--- config.mk ---
export PLATFORM = sky130hd
export DESIGN_NAME = mux2_rr_arbiter
export DESIGN_NICKNAME = d
export VERILOG_FILES = /design/src/rtl/mux2_rr_arbiter.sv
export SDC_FILE = /design/constraint.sdc
export NUM_CORES = 1
export LEC_CHECK = 0
export ABC_AREA = 0
export CELL_PAD_IN_SITES_DETAIL_PLACEMENT = 0
export CELL_PAD_IN_SITES_GLOBAL_PLACEMENT = 1
export CORE_MARGIN = 3
export CORE_UTILIZATION = 31
export DETAILED_ROUTE_END_ITERATION = 16
export PLACE_DENSITY = 0.9
export SLEW_MARGIN = 20
export SYNTH_ARGS = -nofsm -noshare
export SYNTH_HDL_FRONTEND = slang
export SYNTH_SLANG_ARGS = --single-unit
--- constraint.sdc ---
create_clock -name clk -period 2.05 [get_ports clk]
set_input_delay 0.3075 -clock clk [delete_from_list [all_inputs] [get_ports clk]]
set_output_delay 0.3075 -clock clk [all_outputs]
set_load 0.02 [all_outputs]
--- src/rtl/mux2_rr_arbiter.sv ---
`default_nettype none
// ============================================================================
// Module      : mux2_rr_arbiter
// Description : Two-requester round-robin arbiter driving a shared mux path
//               into a one-word registered output slot with valid/ready.
// Revision    : 1.0 - initial release
// ============================================================================
module mux2_rr_arbiter #(
    parameter int DATA_W   = 8,
    parameter int MAX_HOLD = 4
) (
    input  logic              clk,
    input  logic              rst,
    input  logic              req0,
    input  logic              req1,
    input  logic [DATA_W-1:0] data0,
    input  logic [DATA_W-1:0] data1,
    output logic              gnt0,
    output logic              gnt1,
    output logic              sel,
    output logic [DATA_W-1:0] out_data,
    output logic              out_valid,
    input  logic              out_ready
);

    localparam logic [1:0] S_IDLE   = 2'd0;
    localparam logic [1:0] S_GRANT0 = 2'd1;
    localparam logic [1:0] S_GRANT1 = 2'd2;
    localparam logic [3:0] C_MAX_HOLD = 4'(MAX_HOLD);

    logic [1:0]        r_state;
    logic [1:0]        w_state_nxt;
    logic              r_last;
    logic              w_last_nxt;
    logic [3:0]        r_hold;
    logic [3:0]        w_hold_inc;
    logic [3:0]        w_hold_nxt;
    logic              r_gnt0;
    logic              r_gnt1;
    logic [DATA_W-1:0] r_out_data;
    logic              r_out_valid;
    logic              w_slot_free;
    logic              w_transfer;

    assign w_slot_free = !r_out_valid || out_ready;
    assign w_transfer  = ((r_gnt0 && req0) || (r_gnt1 && req1)) && w_slot_free;
    // Hold count including this cycle's transfer, so the switch decision sees it
    assign w_hold_inc  = (w_transfer && (r_hold < C_MAX_HOLD)) ? r_hold + 4'd1 : r_hold;

    always_comb begin
        w_state_nxt = r_state;
        w_last_nxt  = r_last;
        w_hold_nxt  = w_hold_inc;
        case (r_state)
            S_IDLE: begin
                if (req0 && req1)
                    w_state_nxt = r_last ? S_GRANT0 : S_GRANT1;
                else if (req0)
                    w_state_nxt = S_GRANT0;
                else if (req1)
                    w_state_nxt = S_GRANT1;
            end
            S_GRANT0: begin
                if (!req0)
                    w_state_nxt = req1 ? S_GRANT1 : S_IDLE;
                else if (req1 && (w_hold_inc >= C_MAX_HOLD))
                    w_state_nxt = S_GRANT1;
            end
            S_GRANT1: begin
                if (!req1)
                    w_state_nxt = req0 ? S_GRANT0 : S_IDLE;
                else if (req0 && (w_hold_inc >= C_MAX_HOLD))
                    w_state_nxt = S_GRANT0;
            end
            default: w_state_nxt = S_IDLE;
        endcase
        if ((w_state_nxt != r_state) || (w_state_nxt == S_IDLE))
            w_hold_nxt = 4'd0;
        if ((r_state == S_GRANT0) && (w_state_nxt != S_GRANT0))
            w_last_nxt = 1'b0;
        if ((r_state == S_GRANT1) && (w_state_nxt != S_GRANT1))
            w_last_nxt = 1'b1;
    end

    always_ff @(posedge clk) begin
        if (rst) begin
            r_state     <= S_IDLE;
            r_last      <= 1'b1;
            r_hold      <= 4'd0;
            r_gnt0      <= 1'b0;
            r_gnt1      <= 1'b0;
            r_out_data  <= '0;
            r_out_valid <= 1'b0;
        end else begin
            r_state <= w_state_nxt;
            r_last  <= w_last_nxt;
            r_hold  <= w_hold_nxt;
            r_gnt0  <= (w_state_nxt == S_GRANT0);
            r_gnt1  <= (w_state_nxt == S_GRANT1);
            if (w_transfer) begin
                r_out_data  <= r_gnt1 ? data1 : data0;
                r_out_valid <= 1'b1;
            end else if (out_ready) begin
                r_out_valid <= 1'b0;
            end
        end
    end

    assign gnt0      = r_gnt0;
    assign gnt1      = r_gnt1;
    assign sel       = r_gnt1;
    assign out_data  = r_out_data;
    assign out_valid = r_out_valid;

endmodule
`default_nettype wire

==> impl_metrics.env <==
export IMPL_status="complete, no violations"
export IMPL_cp_data_arrival_time_ps=1560
export IMPL_clock_skew_ps=7.22
export IMPL_ir_worst_vdd_v=0.000386
export IMPL_tns_ps=0
export IMPL_drt_pass1_iter_count=4
export IMPL_netlist_area_um2=857
export IMPL_grt_max_degree=17
export IMPL_tritoncts="yes"
export IMPL_p_per_area_nw_per_um2=667
export IMPL_fin_crit_ps=1870
export IMPL_die_h_um=58.6
export IMPL_yosys_register_bits=18
export IMPL_startpoint_type="flop"
export IMPL_cts_resized=0
export IMPL_layout_cells_non_filler=160
export IMPL_cts_root_buf="clkbuf_4"
export IMPL_die_width_um=58.6
export IMPL_synth_top_cell_by_area="dfxtp_1"
export IMPL_final_nets=154
export IMPL_port_buffers=32
export IMPL_place_congestion=0.887
export IMPL_postCtsHoldBufs=0
export IMPL_synth_seq_area_share_pct=42.0
export IMPL_finalHoldViolations=0
export IMPL_syn2layout_area_growth_pct=50.7
export IMPL_viasPerCell=5.18
export IMPL_cts_htree_levels=1
export IMPL_io_pins=33
export IMPL_fin_ws_ps=184
export IMPL_cts_setup_buffers=0
export IMPL_crit_type="reg -> out"
export IMPL_finalWirelength_mm=2.14
export IMPL_num_rows=18
export IMPL_hpwl_mm=1.71
export IMPL_cts_sinks=18
export IMPL_synthFlopType="dfxtp_1"
export IMPL_synth_area_per_cell_um2=9.42
export IMPL_rsz0062_at_grt="false"
export IMPL_maxSlewHeadroom_pct=75.6
export IMPL_drv_slew=0
export IMPL_die_area_um2=3430
export IMPL_path_clk_slew_ps=100
export IMPL_grt_pass1_vias=788
export IMPL_ys_types=26
export IMPL_maxCapViolCount=0
export IMPL_clk_latency_ps=280
export IMPL_synth_top_cells_by_area="dfxtp_1 42%, mux2i_1 11%, a211oi_1 9.6%"
export IMPL_hp_class="reg -> reg"
export IMPL_grt_pass1_wl_mm=3.37
export IMPL_grt_use_total_pct=12.8
export IMPL_ant_nets=0
export IMPL_postLayoutCoreUtil_pct=50.7
export IMPL_dp_cells=157
export IMPL_cts_buffers=3
export IMPL_drc_errors=0
export IMPL_wl_per_cell_um=13.4
export IMPL_drt_iter0_drc=20
export IMPL_start_util_pct=33.7
export IMPL_grt_ovfl_total=0
export IMPL_synth_top_cell_area_share_pct=42.0
export IMPL_antenna_found_initial=0
export IMPL_async_reset_ff_share_pct=0
export IMPL_power_leakage_nw=0.485
export IMPL_vias=828
export IMPL_crit_path_end_kind="output port"
export IMPL_syn_inst=91
export IMPL_cts_buffer_depth=2
export IMPL_drive_gt1_share_pct=15.4
export IMPL_antenna_cells=0
export IMPL_coreArea_um2=2540
export IMPL_fmax_ghz=0.536
export IMPL_dp_slack_ps=26.2
export IMPL_finalCritPeriodShare_pct=91.0
export IMPL_tightestPinTransition_ps=364
export IMPL_synth_edf_count=0
export IMPL_syn_num_nets=113
export IMPL_synth_warnings=0
export IMPL_setup_viol=0
export IMPL_required_ps=1740
export IMPL_path_max_fanout=10
[sequential cells by signal, summed over array words and instances (netlist names)]
register / count
gnt1: 1
gnt0: 1
r_state: 2
r_last: 1
out_data: 8
out_valid: 1
r_hold: 4
[where the power goes]
part	leakage, nW	total (mW)	switching (mW)	internal (mW)
sequential	0.147	0.409	0.0259	0.383
combinational	0.324	0.288	0.132	0.155
clock	0.0138	0.166	0.0976	0.0681
total	0.485	0.862	0.256	0.606
[critical path, cell delays in order (launching register included)]
cell and delay (ps):
dfxtp_1 410, buf_4 240, clkdlybuf4s50_1 630
[cell usage after synthesis (all sizes together) (3+ instances only)]
master	instances
nand2	5
dfxtp	18
a211oi	11
mux2i	9
inv	5
nor2	13
a21oi	4
buf	3
or2	4
[cells in the final DEF (no fill, tap or decap), types with 2 or more instances in the layout]
cell type | netlist | routed
nand2_1 | 4 | 4
dfxtp_1 | 18 | 18
a21oi_1 | 4 | 4
inv_1 | 5 | 5
mux2i_1 | 9 | 9
o32ai_1 | 2 | 2
nor2b_1 | 2 | 2
clkdlybuf4s50_1 | 0 | 32
or2_2 | 3 | 3
nand2b_1 | 2 | 2
clkbuf_4 | 0 | 3
nand3_1 | 2 | 2
buf_4 | 2 | 8
nor2_1 | 12 | 12
xor2_1 | 2 | 2
a211oi_1 | 11 | 11
[metal layers]
| metal | vias up | wire length, um | GRT usage [%] |
|---|---|---|---|
| li1 | 409 | - | - |
| met1 | 377 | 922 | 14.4 |
| met2 | 38 | 968 | 21.9 |
| met3 | 4 | 230 | 3.95 |
| met4 | 0 | 17 | 6.47 |
| met5 | - | 0 | 0 |
[cell type report]
class                   count  area [um^2]
clock buffers               3         22.5
repair buffers             41          400
multi-input cells          63          452
flip-flops and latches     18          360
well taps                  30         37.5
fillers                   250         1250
inverters                   5         18.8
[stage by stage]
stage | hold WS [ps] | area, um^2 | power [mW]
6_report | 460 | 1290 | 0.862
2_1_floorplan | 412 | 857 | 0.566
3_5_place_dp | 447 | 1270 | 0.706
3_3_place_gp | 451 | 1270 | 0.699
4_1_cts | 461 | 1290 | 0.874
5_1_grt | 487 | 1290 | 0.913
[worst paths after layout]
path	endpoint	start	slack (ps)	cells past startpoint
setup / recovery	gnt1	gnt1	180	2
hold / removal	r_hold[3]	r_hold[3]	460	2
setup reg to reg	r_hold[1]	r_hold[0]	320	7
hold reg to reg	r_hold[3]	r_hold[3]	460	2
[cell families after synthesis]
logic type | count (synthesis) | share of synthesized area (%)
adder cells (fa/ha/maj) | 1 | 1.46
multiplexers | 9 | 10.5
AO/OA/AOI/OAI | 23 | 23.2
AND/OR/NAND/NOR | 28 | 15.5
XOR/XNOR | 2 | 2.04
buffers and inverters | 10 | 5.26
flip-flops | 18 | 42.0
(Power assumes the default switching activity.)
